--- config.mk ---
export PLATFORM = sky130hd
export DESIGN_NAME = event_trig_capture
export DESIGN_NICKNAME = d
export VERILOG_FILES = /design/src/rtl/event_trig_capture.sv
export SDC_FILE = /design/constraint.sdc
export NUM_CORES = 1
export LEC_CHECK = 0
export ABC_AREA = 0
export CAP_MARGIN = 20
export CORE_MARGIN = 1.5
export CORE_UTILIZATION = 52
export CTS_BUF_LIST = sky130_fd_sc_hd__clkbuf_8
export DETAILED_ROUTE_END_ITERATION = 6
export PLACE_DENSITY = 0.79
export SLEW_MARGIN = 15
export SYNTH_ARGS = -nofsm -noshare
export SYNTH_HDL_FRONTEND = slang
export SYNTH_SLANG_ARGS = --single-unit
--- constraint.sdc ---
create_clock -name clk -period 2.7 [get_ports clk]
set_clock_uncertainty 0.15 [all_clocks]
set_input_delay 0.81 -clock clk [delete_from_list [all_inputs] [get_ports clk]]
set_output_delay 0.81 -clock clk [all_outputs]
set_load 0.005 [all_outputs]
--- src/rtl/event_trig_capture.sv ---
// Event sequencer: arm on ev1, count trig strobes, wait a programmable delay, then
// capture breg into areg; abort cancels in flight. A retriggerable monostable drives q.
module event_trig_capture #(
   parameter int TRIG_COUNT  = 3,
   parameter int DELAY_W     = 8,
   parameter int DATA_W      = 8,
   parameter int HOLD_CYCLES = 250
) (
   input  logic               clk,
   input  logic               reset,
   input  logic               ev1,
   input  logic               trig,
   input  logic               abort,
   input  logic [DELAY_W-1:0] delay,
   input  logic [DATA_W-1:0]  breg,
   input  logic               retrig,
   output logic [DATA_W-1:0]  areg,
   output logic               areg_vld,
   output logic               aborted,
   output logic               busy,
   output logic               q,
   output logic [1:0]         dbg_state
);

   typedef enum logic [1:0] {
      ST_IDLE  = 2'd0,
      ST_ARMED = 2'd1,
      ST_DELAY = 2'd2
   } state_e;

   localparam int TCW = (TRIG_COUNT > 1) ? $clog2(TRIG_COUNT) : 1;
   localparam int HCW = (HOLD_CYCLES > 1) ? $clog2(HOLD_CYCLES) : 1;
   localparam logic [TCW-1:0] TRIG_LAST = TCW'(TRIG_COUNT - 1);
   localparam logic [HCW-1:0] HOLD_LOAD = HCW'(HOLD_CYCLES - 1);

   state_e             state_q;
   logic [TCW-1:0]     tcnt_q;
   logic [DELAY_W-1:0] dcnt_q;
   logic [DATA_W-1:0]  areg_q;
   logic               areg_vld_q;
   logic               aborted_q;
   logic               busy_q;
   logic [HCW-1:0]     hcnt_q, hcnt_d;
   logic               q_q, q_d;

   // areg_vld is a one-cycle strobe with no ready: the consumer either takes areg
   // in that cycle or reads it later, since areg holds until the next capture.
   always_ff @(posedge clk) begin
      if (reset) begin
         state_q    <= ST_IDLE;
         tcnt_q     <= '0;
         dcnt_q     <= '0;
         areg_q     <= '0;
         areg_vld_q <= 1'b0;
         aborted_q  <= 1'b0;
         busy_q     <= 1'b0;
      end else begin
         areg_vld_q <= 1'b0;
         aborted_q  <= 1'b0;
         case (state_q)
            ST_IDLE: begin
               if (ev1 && !abort) begin
                  state_q <= ST_ARMED;
                  tcnt_q  <= '0;
                  busy_q  <= 1'b1;
               end
            end
            ST_ARMED: begin
               if (abort) begin
                  state_q   <= ST_IDLE;
                  aborted_q <= 1'b1;
                  busy_q    <= 1'b0;
               end else if (trig) begin
                  if (tcnt_q == TRIG_LAST) begin
                     state_q <= ST_DELAY;
                     tcnt_q  <= '0;
                     dcnt_q  <= delay;
                  end else begin
                     tcnt_q <= tcnt_q + TCW'(1);
                  end
               end
            end
            ST_DELAY: begin
               if (abort) begin
                  state_q   <= ST_IDLE;
                  aborted_q <= 1'b1;
                  busy_q    <= 1'b0;
               end else if (dcnt_q != '0) begin
                  dcnt_q <= dcnt_q - DELAY_W'(1);
               end else begin
                  areg_q     <= breg;
                  areg_vld_q <= 1'b1;
                  state_q    <= ST_IDLE;
                  busy_q     <= 1'b0;
               end
            end
            default: begin
               state_q <= ST_IDLE;
               busy_q  <= 1'b0;
            end
         endcase
      end
   end

   // Monostable runs independently of the sequencer; a retrig always reloads.
   always_comb begin
      hcnt_d = hcnt_q;
      q_d    = q_q;
      if (retrig) begin
         q_d    = 1'b1;
         hcnt_d = HOLD_LOAD;
      end else if (q_q) begin
         if (hcnt_q != '0) hcnt_d = hcnt_q - HCW'(1);
         else              q_d    = 1'b0;
      end
   end

   always_ff @(posedge clk) begin
      if (reset) begin
         hcnt_q <= '0;
         q_q    <= 1'b0;
      end else begin
         hcnt_q <= hcnt_d;
         q_q    <= q_d;
      end
   end

   assign areg      = areg_q;
   assign areg_vld  = areg_vld_q;
   assign aborted   = aborted_q;
   assign busy      = busy_q;
   assign q         = q_q;
   assign dbg_state = state_q;

endmodule
==> results of run 1 <==
[routing by layer]
| layer | part of all wire | track usage | routed length, um |
|---|---|---|---|
| met1 | 0.43 | 0.250 | 1650 |
| met2 | 0.52 | 0.411 | 2000 |
| met3 | 0.041 | 0.0533 | 157 |
| met4 | 0.013 | 0.0952 | 52 |
| met5 | 0 | 0 | 0 |
[layout make-up]
type	instances	area (um^2)	share of cell area
Sequential cell	32	641	0.289
Multi-Input combinational cell	138	978	0.442
Clock buffer	5	68.8	0.0311
Inverter	14	52.6	0.0237
Timing Repair Buffer	37	378	0.171
Clock inverter	3	42.5	0.0192
Tap cell	44	55.1	0.0248
[per-stage QoR]
step | total power (W) | util | instance area (um^2) | hold WS (ps)
after floorplan | 0.000633 | - | 1710 | 304
after global placement | 0.000705 | 0.678 | 2100 | 319
after detailed placement | 0.000712 | 0.678 | 2100 | 314
after CTS | 0.00117 | 0.714 | 2220 | 330
after global routing | 0.00121 | 0.714 | 2220 | 343
final | 0.00116 | 0.714 | 2220 | 325
[sequential cells by signal, summed over array words and instances (netlist names)]
register,count
q,1
dbg_state,2
aborted,1
areg,8
hcnt_q,8
dcnt_q,8
busy,1
areg_vld,1
tcnt_q,2
[layout by cell type, fill, tap and decap left out, types with 2 or more instances in the layout]
cell type,n
nor3b_1,2
a21oi_1,16
inv_1,14
or4b_1,3
a211oi_1,3
or3_1,2
o2111ai_1,2
dfxtp_1,32
nand2b_1,7
mux2i_1,18
a2111oi_0,3
nor4_1,3
a31oi_1,2
a21boi_0,4
xnor2_1,4
nand2_1,7
clkdlybuf4s50_1,35
o32ai_1,2
o211ai_1,2
nor2b_1,4
clkbuf_8,5
o21ai_0,7
nor3_1,3
ha_1,7
nor2_1,21
[where the power goes]
part / switching [W] / internal [W]
Combinational: 0.0000875 / 0.000103
Clock: 0.000185 / 0.000273
Sequential: 0.0000208 / 0.000494
Total: 0.000293 / 0.000870
[kinds of logic after synthesis]
kind of cell / Yosys count / synth area share
and+or+nand+nor: 60 / 0.200
buffers and inverters: 23 / 0.0548
muxes: 18 / 0.105
AOI/OAI and AO/OA: 49 / 0.194
adders and majority gates: 7 / 0.0511
DFF: 32 / 0.374
xor gates and xnor gates: 4 / 0.0205
[Yosys cell counts, types with 2 or more instances]
cell type / count
dfxtp_1: 32
clkbuf_1: 8
o21ai_0: 7
a211oi_1: 3
nand2_1: 7
ha_1: 7
or4b_1: 3
nor3b_1: 2
nor2_1: 21
mux2i_1: 18
nor4_1: 3
nor3_1: 3
nor2b_1: 4
o32ai_1: 2
o211ai_1: 2
nand2b_1: 7
a21boi_0: 4
a2111oi_0: 3
a31oi_1: 2
o2111ai_1: 2
inv_1: 14
xnor2_1: 4
or3_1: 2
a21oi_1: 16
[worst max-delay path, stage by stage (launching register included)]
cell     delay [ps]
dfxtp_1         330
inv_1           130
ha_1            180
or4b_1          650
nor3_4          510
mux2i_1         250
nor2_1           60
[worst max-delay path by stage]
stage,to,startpoint
floorplan,areg[0],dcnt_q[0]
global placement,dcnt_q[5],trig
detailed placement,dcnt_q[5],trig
CTS,areg[5],dcnt_q[0]
global route,areg[0],dcnt_q[0]
finish,areg[5],dcnt_q[0]
==> reports/results.txt, run 1 <==
Number of global-route vias before repair - 1517
Gr ovfl total - 0
Dominant synthesized flop cell - dfxtp_1
WHS Path Cells - 2
Cells after synthesis - 193
Ports - 36
WHS Endpoint - busy
Yosys warns - 0
Slew HR - 0.577
Worst hold path type - reg2reg
Die Height - 60.4 um
Post-CTS Setup Bufs - 0
Core area - 3100 um^2
Drt first pass iters - 4
Sequential share of the synthesized area - 0.374
Post-synth top area share - 0.374
RSZ-0062 raised after global routing - no
Final wirelength - 3850 um
Fillers - 260
DRT antenna net count - 0
PortBufs - 35
Worst Tran Pin Value - 628 ps
CTS Root Cell - clkbuf_8
Post-synth ARST share - 0
Cell taking the most area after synthesis - dfxtp_1
Ranking of synthesized cells by area - dfxtp_1 37%, mux2i_1 11%, ha_1 5.1%
H-Tree Depth - 2
RePlAce Congestion - 0.823
DP HPWL - 2830 um
Post-placement cell count - 265
P_leak - 0.800 nW
Clk sinks - 32
Critical-path maximum fanout - 8
Fmax - 425 MHz
Max-cap violation count - 0
Final Cycle Share - 0.871
Die area - 3650 um^2
Final net count - 257
Worst setup SP type - flip-flop
Global-route wire length before repair - 6200 um
Post-Synthesis Cell Area - 1710 um^2
Synthesis-to-finish area growth - 29.4%
Outcome - completed
Seq cells post-synth - 32
Post-synth EDFFs - 0
Largest net degree at the start of global routing - 26
Total GRT Usage - 0.226
CTS buffer count - 5
Syn_nets - 222
Setup CP Type - reg2reg
RR Startpoint - dcnt_q[0]
Longest Clk Path Bufs - 2
Ant. Diodes - 0
Mean area per synthesized cell - 8.88 um^2
Initial Util - 0.552
Non-filler instance count after layout - 273
Clock Latency Late Sink - 290 ps
Netlist cell types - 41
Layout cells sized above 1 - 0.0699
Setup TNS - 0 ps
CP Capture Type - flip-flop
R2r endpoint - areg[5]
WL/cell - 14.1 um
Initial DRC Count - 56
Slew Viols, Final - 0
Worst Reg-to-Reg Cells - 6
Via/cell ratio - 5.59
Vias - 1526
Post-layout min period - 2350 ps
Initial antenna violation count - 0
TritonCTS clock tree - yes
Hold Startpoint - busy
Clk pin slew, worst setup/hold paths - 70 ps
Cts hold-fix bufs - 0
Final Setup Violations - 0
Place WS - 134 ps
PwrDens - 525 nW/um^2
CP Data Arrival Time - 2390 ps
Flop2flop setup slack - 350 ps
Die X - 60.4 um
Crit path required time - 2730 ps
Fin. Hold Viols - 0
Rows - 20
Worst setup slack after layout - 347 ps
Worst VDD drop - 0.321 mV
PostCTS Resize Cnt - 0
DRC Markers - 0
Power figures use the tool's default switching activity.
==> run 2: changes to the inputs <==
- CTS_CLUSTER_DIAMETER: unset -> 80
- TNS_END_PERCENT: unset -> 5
==> results of run 2 <==
Same layout as run 1: the final DEF is identical, and so are final timing and power.
